--- src/rtl/mem_port_arbiter.sv ---
// Shares one main-memory port between the I-cache and D-cache miss engines.
// Each grant is a LINE_WORDS-beat line burst; D-side wins ties, bounded by a starvation guard.
module mem_port_arbiter #(
  parameter int LINE_WORDS   = 8,
  parameter int MAX_D_STREAK = 4
) (
  input  logic        clk,
  input  logic        rst,
  input  logic        i_req,
  input  logic [31:0] i_addr,
  output logic        i_rvalid,
  output logic [31:0] i_rdata,
  output logic        i_done,
  input  logic        d_req,
  input  logic        d_we,
  input  logic [31:0] d_addr,
  input  logic [31:0] d_wdata,
  output logic        d_wready,
  output logic        d_rvalid,
  output logic [31:0] d_rdata,
  output logic        d_done,
  output logic        mem_req,
  output logic        mem_we,
  output logic [31:0] mem_addr,
  output logic [31:0] mem_wdata,
  input  logic        mem_ack,
  input  logic [31:0] mem_rdata,
  output logic [1:0]  grant
);

  localparam int BEAT_W   = $clog2(LINE_WORDS);
  localparam int STREAK_W = $clog2(MAX_D_STREAK + 1);
  localparam logic [31:0] LINE_MASK = ~(32'(LINE_WORDS * 4) - 32'd1);
  localparam logic [BEAT_W-1:0]   LAST_BEAT  = BEAT_W'(LINE_WORDS - 1);
  localparam logic [STREAK_W-1:0] STREAK_MAX = STREAK_W'(MAX_D_STREAK);

  typedef enum logic {IDLE, BURST} state_t;

  state_t               state, state_next;
  logic [1:0]           grant_next;
  logic [31:0]          base, base_next;
  logic                 we, we_next;
  logic [BEAT_W-1:0]    beat, beat_next;
  logic [STREAK_W-1:0]  d_streak, d_streak_next;

  logic in_burst, beat_ack, last_beat, pick_i, pick_d;

  // I wins only when D is absent or D has used up its streak allowance.
  assign pick_i    = i_req & (~d_req | (d_streak == STREAK_MAX));
  assign pick_d    = d_req & ~pick_i;
  assign in_burst  = (state == BURST);
  assign beat_ack  = in_burst & mem_ack;
  assign last_beat = (beat == LAST_BEAT);

  always_ff @(posedge clk) begin
    if (rst) begin
      state    <= IDLE;
      grant    <= 2'b00;
      base     <= '0;
      we       <= 1'b0;
      beat     <= '0;
      d_streak <= '0;
    end else begin
      state    <= state_next;
      grant    <= grant_next;
      base     <= base_next;
      we       <= we_next;
      beat     <= beat_next;
      d_streak <= d_streak_next;
    end
  end

  always_comb begin
    state_next    = state;
    grant_next    = grant;
    base_next     = base;
    we_next       = we;
    beat_next     = beat;
    d_streak_next = d_streak;
    case (state)
      IDLE: begin
        if (pick_i) begin
          state_next    = BURST;
          grant_next    = 2'b01;
          base_next     = i_addr & LINE_MASK;
          we_next       = 1'b0;
          beat_next     = '0;
          d_streak_next = '0;
        end else if (pick_d) begin
          state_next    = BURST;
          grant_next    = 2'b10;
          base_next     = d_addr & LINE_MASK;
          we_next       = d_we;
          beat_next     = '0;
          d_streak_next = i_req ? d_streak + STREAK_W'(1) : '0;
        end
      end
      BURST: begin
        if (mem_ack) begin
          beat_next = beat + BEAT_W'(1);
          if (last_beat) begin
            state_next = IDLE;
            grant_next = 2'b00;
          end
        end
      end
      default: state_next = IDLE;
    endcase
  end

  assign mem_req   = in_burst;
  assign mem_we    = in_burst & we;
  assign mem_addr  = in_burst ? base + 32'({beat, 2'b00}) : 32'd0;
  assign mem_wdata = in_burst ? d_wdata : 32'd0;

  // Beat handshakes are combinational on mem_ack so refill data arrives with zero latency.
  assign i_rvalid = beat_ack & grant[0];
  assign i_rdata  = i_rvalid ? mem_rdata : 32'd0;
  assign i_done   = i_rvalid & last_beat;
  assign d_rvalid = beat_ack & grant[1] & ~we;
  assign d_wready = beat_ack & grant[1] & we;
  assign d_rdata  = d_rvalid ? mem_rdata : 32'd0;
  assign d_done   = beat_ack & grant[1] & last_beat;

endmodule

--- config.mk ---
export PLATFORM = sky130hd
export DESIGN_NAME = mem_port_arbiter
export DESIGN_NICKNAME = d
export VERILOG_FILES = /design/src/rtl/mem_port_arbiter.sv
export SDC_FILE = /design/constraint.sdc
export NUM_CORES = 1
export LEC_CHECK = 0
export ABC_AREA = 1
export ABC_CLOCK_PERIOD_IN_PS = 4250
export BUFFER_PORTS_ARGS = -buffer_cell sky130_fd_sc_hd__clkbuf_2
export CAP_MARGIN = 20
export CORE_AREA = 2 2 106 108
export DETAILED_ROUTE_END_ITERATION = 10
export DIE_AREA = 0 0 108 110
export PLACE_DENSITY = 0.72
export SLEW_MARGIN = 40
export SYNTH_ARGS = -nofsm -noshare
export SYNTH_HDL_FRONTEND = slang
export SYNTH_SLANG_ARGS = --single-unit
--- constraint.sdc ---
create_clock -name clk -period 4.25 [get_ports clk]
set_clock_uncertainty 0.05 [all_clocks]
set_input_delay 0.2125 -clock clk [delete_from_list [all_inputs] [get_ports clk]]
set_output_delay 0.2125 -clock clk [all_outputs]
set_load 0.02 [all_outputs]
Yosys cells after proc, flatten, opt, wreduce, memory -nomap -nowiden
Index checks and enable logic that the tools add are counted.
{"block": "totals", "register_bits": 42, "ramBits": 0, "memories": 0, "latch_bits": 0, "romBits": 0}
{"block": "classes", "bitwise_logic": 15, "order_cmp": 0, "n_div": 0, "mul": 0, "n_mux": 25, "shifts": 0, "eq_ne": 5, "addsub": 3, "n_reduce_logical": 4}
{"op": "32-bit 2-to-1 mux", "n": 6}
{"op": "32-bit by 5-bit adder with 32-bit output", "n": 1}
{"op": "3-bit 2-to-1 mux", "n": 6}
{"op": "1-bit AND", "n": 10}
{"op": "2-bit 2-to-1 mux", "n": 4}
{"op": "3-bit by 1-bit adder with 3-bit output, second input constant", "n": 2}
{"op": "3-bit == test, second input constant", "n": 2}
{"op": "1-bit 2-to-1 mux", "n": 6}
{"op": "3-bit one-hot mux with 2 select lines", "n": 1}
{"op": "1-bit inverter", "n": 4}
{"op": "2-bit one-hot mux with 2 select lines", "n": 1}
{"op": "2-bit AND reduction", "n": 2}
{"op": "3-bit inequality test, second input constant", "n": 1}
{"op": "3-bit AND reduction", "n": 1}
{"op": "2-bit by 1-bit inequality test with 1-bit output, second input constant", "n": 1}
{"op": "2-bit inequality test, second input constant", "n": 1}
{"op": "1-bit one-hot mux with 2 select lines", "n": 1}
{"op": "2-bit nonzero test", "n": 1}
{"op": "1-bit OR", "n": 1}

Longest topological paths before layout
Gate-level depths: netlist of run 1.
{"block": "depth", "word_depth": 8, "depth_mapped": 10, "ltp_nobuf": 9}

Least setup slack after synthesis of run 1
No wires, ideal clock.
{"block": "synth_timing", "path_kind": "register to output", "from": "reg state, in the netlist mem_req", "to": "out d_rdata[10]", "path_buffers": 1, "setup_slack_ps": 2396, "path_stages_with_launch": 8, "t_arrival_ps": 1591, "t_required_ps": 3988, "cell_sequence": "dfxtp_1 > nand2_1 > inv_2 > nand2_1 > nor2_2 > inv_2 > buf_2 > nor2_1"}
{"block": "synth_via", "elab_chain_cells": 4}
{"element": "start: declaration", "line": "39", "source": "state_t state, state_next;"}
{"element": "start signal: assignment", "line": "64", "source": "state <= state_next;"}
{"element": "1-bit AND", "line": "52", "source": "assign beat_ack = in_burst & mem_ack;"}
{"element": "1-bit AND (2 in series)", "line": "120", "source": "assign d_rvalid = beat_ack & grant[1] & ~we;"}
{"element": "named net d_rvalid", "line": "19", "source": "output logic d_rvalid,"}
{"element": "32-bit 2-to-1 mux", "line": "122", "source": "assign d_rdata = d_rvalid ? mem_rdata : 32'd0;"}
{"element": "end: declaration", "line": "20", "source": "output logic [31:0] d_rdata,"}
The timed path passes the listed nets, and every way through them passes these cells.

Worst setup path in the final report of run 1
{"block": "layout_timing", "from": "reg state, in the netlist mem_req", "to": "reg base[6]"}
{"block": "layout_via", "elab_chain_cells": 2}
{"element": "1-bit inverter (no line)"}
{"element": "2-bit AND reduction (no line)"}
{"element": "end signal: assignment", "line": "66", "source": "base <= base_next;"}
{"element": "end: declaration", "line": "41", "source": "logic [31:0] base, base_next;"}
No other way between the ends.
A chain may end at the register's enable or synchronous reset.

==> flow_summary.yaml, run 1 <==
run_status:
  status: "finished, final reports clean"
timing:
  relSlewSlack: 0.525
  rsz0062_at_grt: "false"
  worst_slew_pin_slew_ns: 0.713
  setup_slack_ns: 2.30
  layout_min_cycle_time_ns: 1.95
  setup_violations: 0
  tns_ns: 0
  final_hold_viol_count: 0
  maxSlewViolCount: 0
  fmaxAchievable_mhz: 514
  fin_crit_sh: 0.458
critical_path:
  cp_slowest_cell: "buf_4"
  r2r_setup_slack_ns: 2.30
  crit_arrival_ns: 2.08
  crit_end: "base[6]$_SDFFE_PP0P_"
  crit_path_end_kind: "flip-flop"
  r2r-start: "mem_req$_SDFF_PP0_"
  critPathMaxFanout: 66
  max_stage_delay_ns: 0.57
  path_depth: 6
  cp_cell_sequence: "buf_4, inv_2, nand4_1, nand3_1, nand2_1, inv_1"
  cp_top_family: "buffers and inverters"
  regToRegEndpoint: "base[6]$_SDFFE_PP0P_"
  cp-startpoint: "mem_req$_SDFF_PP0_"
  ff2ff_path_depth: 6
  path_buf_inv: 3
  crit_required_ns: 4.38
  crit_type: "reg -> reg"
  critPathLaunchType: "flip-flop"
global_route:
  grt_antenna_before_repair: 0
  grt_pass1_wl_um: 15600
  grt_util_all_layers: 0.163
  grt_pass1_vias: 3160
  grt_overflow: 0
  grt_start_max_net_pins: 67
clocking:
  cts_setup_buffers: 0
  clock-sinks: 37
  numCtsBuffers: 5
  cts_tree: "yes"
  cts_root_buffer: "clkbuf_8"
  cts_max_level: 2
  clock_path_buffers: 2
  cts_resized: 0
  ctsHoldBuffers: 0
  clock_latency_ns: 0.28
  clk_pin_slew_ns: 0.08
cells_and_area:
  drive_gt1_frac: 0.369
  antenna_cells: 0
  final_area_mm2: 0.00424
  final_cells: 893
  fin_nets: 890
  syn_to_final_growth_pct: 51.9
placement:
  dp_hpwl_um: 7970
  place_ws_ns: 2.27
  gp_congestion: 0.744
  io_buffers: 258
  dpl_cell_area_mm2: 0.00412
  dp.cells: 885
synthesis:
  synth_cells: 520
  avgSynthCellArea_um2: 5.36
  yosys.cell_types.count: 19
  yosysWarnings: 0
  synth_seq_cells: 37
  yosysSeqAreaShare: 0.266
  synth.cell_area_mm2: 0.00279
detailed_routing:
  wl_um: 10500
  drc_errors: 0
  wire_per_inst_um: 11.8
  vias: 3730
  drtIter0Drc: 212
  via_per_inst: 4.18
  drtPass1Iterations: 4
  final_antenna_net_count: 0
floorplan:
  io_pins: 271
  die_w_um: 108
  start_util: 0.261
  die_area_mm2: 0.0119
  row_count: 38
  core_area_mm2: 0.0107
  dieHeight_um: 110
pwr:
  report.power.total_mw: 1.01
  power_density_mw_per_mm2: 237
  p_leak_nw: 3.11
  peakVddDrop_v: 0.000139
min_path:
  hold_path_class: "in -> reg"
run:
  cap_viol_max_count: 0
## state kept, by name, summed over array words and instances, names as in the netlist
name and flops:
d_streak 3, we 1, grant 2, mem_req 1, base 27, beat 3
## cells in the mapped netlist
cell type	instances	area, um^2
nand4_1	28	175
nand3_1	56	280
conb_1	1	3.75
buf_2	17	85.1
nor2_4	1	11.3
buf_1	4	15.0
nor2_1	71	267
nor2_2	1	6.26
nand2_1	137	514
inv_2	3	11.3
a211oi_1	1	7.51
inv_1	131	492
nand3b_1	1	7.51
clkbuf_1	14	52.6
dfxtp_1	37	741
o21ai_0	2	10.0
a21oi_1	9	45.0
ha_1	4	50.1
buf_4	2	15.0
## how the worst min path moves through the flow
stage,from,endpoint,slack (ns),cells after the start
2_1_floorplan,d_we,we$_SDFFE_PP0P_,0.33,2
3_3_place_gp,d_streak[2]$_SDFFE_PP0P_,d_streak[2]$_SDFFE_PP0P_,0.42,2
3_5_place_dp,grant[1]$_SDFFE_PP0P_,grant[1]$_SDFFE_PP0P_,0.43,2
4_1_cts,d_we,we$_SDFFE_PP0P_,0.12,3
5_1_grt,d_we,we$_SDFFE_PP0P_,0.15,3
6_report,d_we,we$_SDFFE_PP0P_,0.13,3
## layer usage
| layer | GRT usage | wire [um] | up-vias |
|---|---|---|---|
| met4 | 0.0357 | 119 | 0 |
| met1 | 0.204 | 4400 | 1582 |
| met2 | 0.293 | 5270 | 153 |
| met5 | 0 | 0 | - |
| met3 | 0.0288 | 710 | 13 |
| li1 | - | - | 1982 |
## power breakdown
part / leakage, nW / switching (mW) / internal (mW)
Clock: 0.0585 / 0.127 / 0.191
Combinational: 2.74 / 0.194 / 0.110
Sequential: 0.304 / 0.0134 / 0.370
## stage by stage
step            util  hold WS (ns)
2_1_floorplan      -         0.326
3_3_place_gp   0.385         0.416
3_5_place_dp   0.385         0.425
4_1_cts        0.396         0.123
5_1_grt        0.396         0.154
6_report       0.396         0.131
## cell families after synthesis
family | after synthesis | share of synthesized area
buffers and inverters | 171 | 0.240
other | 1 | 0.00134
flip-flops | 37 | 0.266
AO/OA/AOI/OAI | 12 | 0.0224
adder cells (fa/ha/maj) | 4 | 0.0179
AND/OR/NAND/NOR | 295 | 0.452
## cell type report
type                       instances  area (um^2)
fill                            1197         6460
multi-input combinational        313         1390
timing repair buffer             261         1310
sequential                        37          742
inverter                         134          503
tap                              140          175
clock buffer                       7         86.3
clock inverter                     1         30.0
## layout by cell type, fill, tap and decap left out
cell type / count
clkbuf_2: 258
nand2_1: 135
inv_1: 129
nor2_1: 71
nand3_1: 56
dfxtp_1: 36
nand4_1: 28
a21oi_1: 9
clkbuf_8: 6
inv_2: 5
ha_1: 4
buf_4: 3
nand2_2: 2
o21ai_0: 2
conb_1: 2
nor2_2: 1
nor2_4: 1
a211oi_1: 1
nand3b_1: 1
clkbuf_1: 1
bufinv_16: 1
dfxtp_2: 1
## worst reg2reg max path, delay by kind of cell, from the launching register on
kind	cells	cell delay, ns
and+or+nand+nor	3	0.40
buffers and inverters	3	1.06
DFF	1	0.34
No activity file was read; power rests on OpenSTA's default activity.
==> inputs of run 2 (changes only) <==
Settings changed: ABC_CLOCK_PERIOD_IN_PS 4250 to 2000, CORE_AREA 2 2 106 108 to 2 2 104 106, DIE_AREA 0 0 108 110 to 0 0 106 108, PLACE_DENSITY 0.72 to 0.74.
Clock period 4.25 ns to 2 ns, I/O delays scaled along.
==> run 2 against run 1 <==
Combinational power grew 120%. Worst setup slack got worse by 2.1 ns. Critical path depth increased by 1. Sequential power grew 110%. Design area rose by 0.65%. Via count is 2.8% higher. Flip-flop and latch count unchanged. Utilization increased by 2.1 points. Clock power grew 53%. Highest routed layer is now met5.
==> flow_summary.yaml, run 2 (same netlist as run 1, synthesis figures left out) <==
clocking:
  cts_setup_buffers: 0
  clock-sinks: 37
  clk_pin_slew_ns: 0.08
  ctsHoldBuffers: 0
  numCtsBuffers: 5
  clock_latency_ns: 0.28
  cts_max_level: 2
  cts_tree: "yes"
  cts_root_buffer: "clkbuf_8"
  clock_path_buffers: 2
global_route:
  grt_overflow: 0
  grt_util_all_layers: 0.171
  grt_antenna_before_repair: 2
  grt_pass1_wl_um: 15800
  grt_pass1_vias: 3269
  grt_start_max_net_pins: 40
cells_and_area:
  fillers: 1146
  top_regs: "base (27), beat (3), d_streak (3)"
  fin_nets: 900
  syn_to_final_growth_pct: 52.9
  final_util: 0.417
  final_common_cell: "clkbuf_2"
  largest_reg_flops: 27
  final_area_mm2: 0.00426
  final_cell_mix: "clkbuf_2 (258), nand2_1 (136), inv_1 (131)"
  largest_register: "base"
  drive_gt1_frac: 0.373
  antenna_cells: 0
timing:
  tns_ns: 0
  final_hold_viol_count: 0
  fin_crit_sh: 0.909
  rsz0062_at_grt: "false"
  worst_slew_pin_slew_ns: 0.546
  setup_slack_ns: 0.182
  layout_min_cycle_time_ns: 1.82
  relSlewSlack: 0.635
  maxSlewViolCount: 0
  fmaxAchievable_mhz: 550
  hold-worst-slack_ns: 0.0115
  setup_violations: 0
detailed_routing:
  top_layer: "met5"
  wire_per_inst_um: 11.9
  wl_um: 10700
  wl_met1_um: 4240
  via_per_inst: 4.27
  vias: 3833
  drtIter0Drc: 283
  dr_wl_met3_um: 986
  drtPass1Iterations: 4
  drc_errors: 0
  wl_met2_um: 5310
  final_antenna_net_count: 0
min_path:
  hp-start: "d_we"
  holdPathStages: 3
  whs_endpoint: "we$_SDFFE_PP0P_"
  hold_path_class: "in -> reg"
floorplan:
  dieHeight_um: 108
  io_pins: 271
  start_util: 0.273
  row_count: 37
  core_area_mm2: 0.0102
  die_area_mm2: 0.0114
  die_w_um: 106
pwr:
  switching_share: 0.357
  p_int_mw: 1.26
  pwr-share-comb: 0.335
  power_frac_clock: 0.248
  power_density_mw_per_mm2: 460
  p_leak_nw: 3.14
  switchingPower_mw: 0.700
  peakVddDrop_v: 0.000292
  seqPwrFrac: 0.417
placement:
  place_ws_ns: 0.378
  io_buffers: 258
  dpl_cell_area_mm2: 0.00419
  dp_hpwl_um: 8650
  gp_congestion: 0.793
critical_path:
  r2r-start: "d_streak[0]$_SDFFE_PP0P_"
  ff2ff_path_depth: 10
  r2r_setup_slack_ns: 0.34
  critPathLaunchType: "flip-flop"
  regToRegEndpoint: "base[8]$_SDFFE_PP0P_"
  crit_arrival_ns: 1.67
  crit_path_end_kind: "primary output"
  critPathMaxFanout: 32
  crit_type: "reg -> out"
  crit_required_ns: 1.85
run:
  cap_viol_max_count: 0
run_status:
  status: "finished, final reports clean"
## run 2: cell count changes in the layout (fill, tap and decap cells not counted)
cell and delta:
clkbuf_1 -1, inv_4 +1, inv_2 -3, nand2_2 -1
clkbuf_8 -1, clkinv_2 +1, nand2_1 +1, bufinv_16 -1
inv_1 +2, buf_4 +10
## run 2: layout make-up
type,count,area [um^2],share of cell area
clock inverter,1,5.00,0.00117
inverter,134,505,0.119
timing repair buffer,271,1390,0.326
multi-input combinational,313,1380,0.325
clock buffer,5,68.8,0.0161
tap,136,170,0.0399
sequential,37,742,0.174
## run 2: power groups by stage
| stage | Combinational, mW | Sequential, mW | Clock [mW] |
|---|---|---|---|
| after floorplan | 0.392 | 0.830 | 0 |
| after global placement | 0.653 | 0.834 | 0 |
| after detailed placement | 0.657 | 0.834 | 0 |
| after CTS | 0.659 | 0.818 | 0.507 |
| after global routing | 0.728 | 0.824 | 0.533 |
| final | 0.657 | 0.818 | 0.487 |
## run 2: worst max-delay path by stage
stage                                   from                     to  slack, ns  depth (start not counted)
floorplan                 mem_req$_SDFF_PP0_            d_rdata[10]       0.26                          7
finish                    mem_req$_SDFF_PP0_            d_rdata[22]       0.18                          7
global placement    d_streak[0]$_SDFFE_PP0P_  base[12]$_SDFFE_PP0P_       0.41                         10
CTS                       mem_req$_SDFF_PP0_            d_rdata[22]       0.12                          7
global route              mem_req$_SDFF_PP0_            d_rdata[17]       0.04                          7
detailed placement  d_streak[0]$_SDFFE_PP0P_  base[10]$_SDFFE_PP0P_       0.38                         10
## run 2: metal layers
metal | up-vias | global-route usage
met1 | 1616 | 0.203
met3 | 16 | 0.0470
met2 | 190 | 0.306
met4 | 4 | 0.0423
li1 | 2007 | -
met5 | - | 0
## run 2: critical path: stages (launching register included)
cell	delay (ns)
dfxtp_2	0.42
nand2_1	0.10
inv_2	0.11
nand2_1	0.11
nor2_2	0.16
inv_4	0.15
nor2_1	0.14
clkbuf_2	0.19
## run 2: through the flow
step	power (mW)	instances
2_1_floorplan	1.22	521
3_3_place_gp	1.49	891
3_5_place_dp	1.49	891
4_1_cts	1.98	897
5_1_grt	2.09	897
6_report	1.96	897
## run 2: what timing repair did
action	in CTS	in global routing
endpoints found under the setup margin	0	8
endpoints found under the hold margin	0	0
resized for setup	0	3
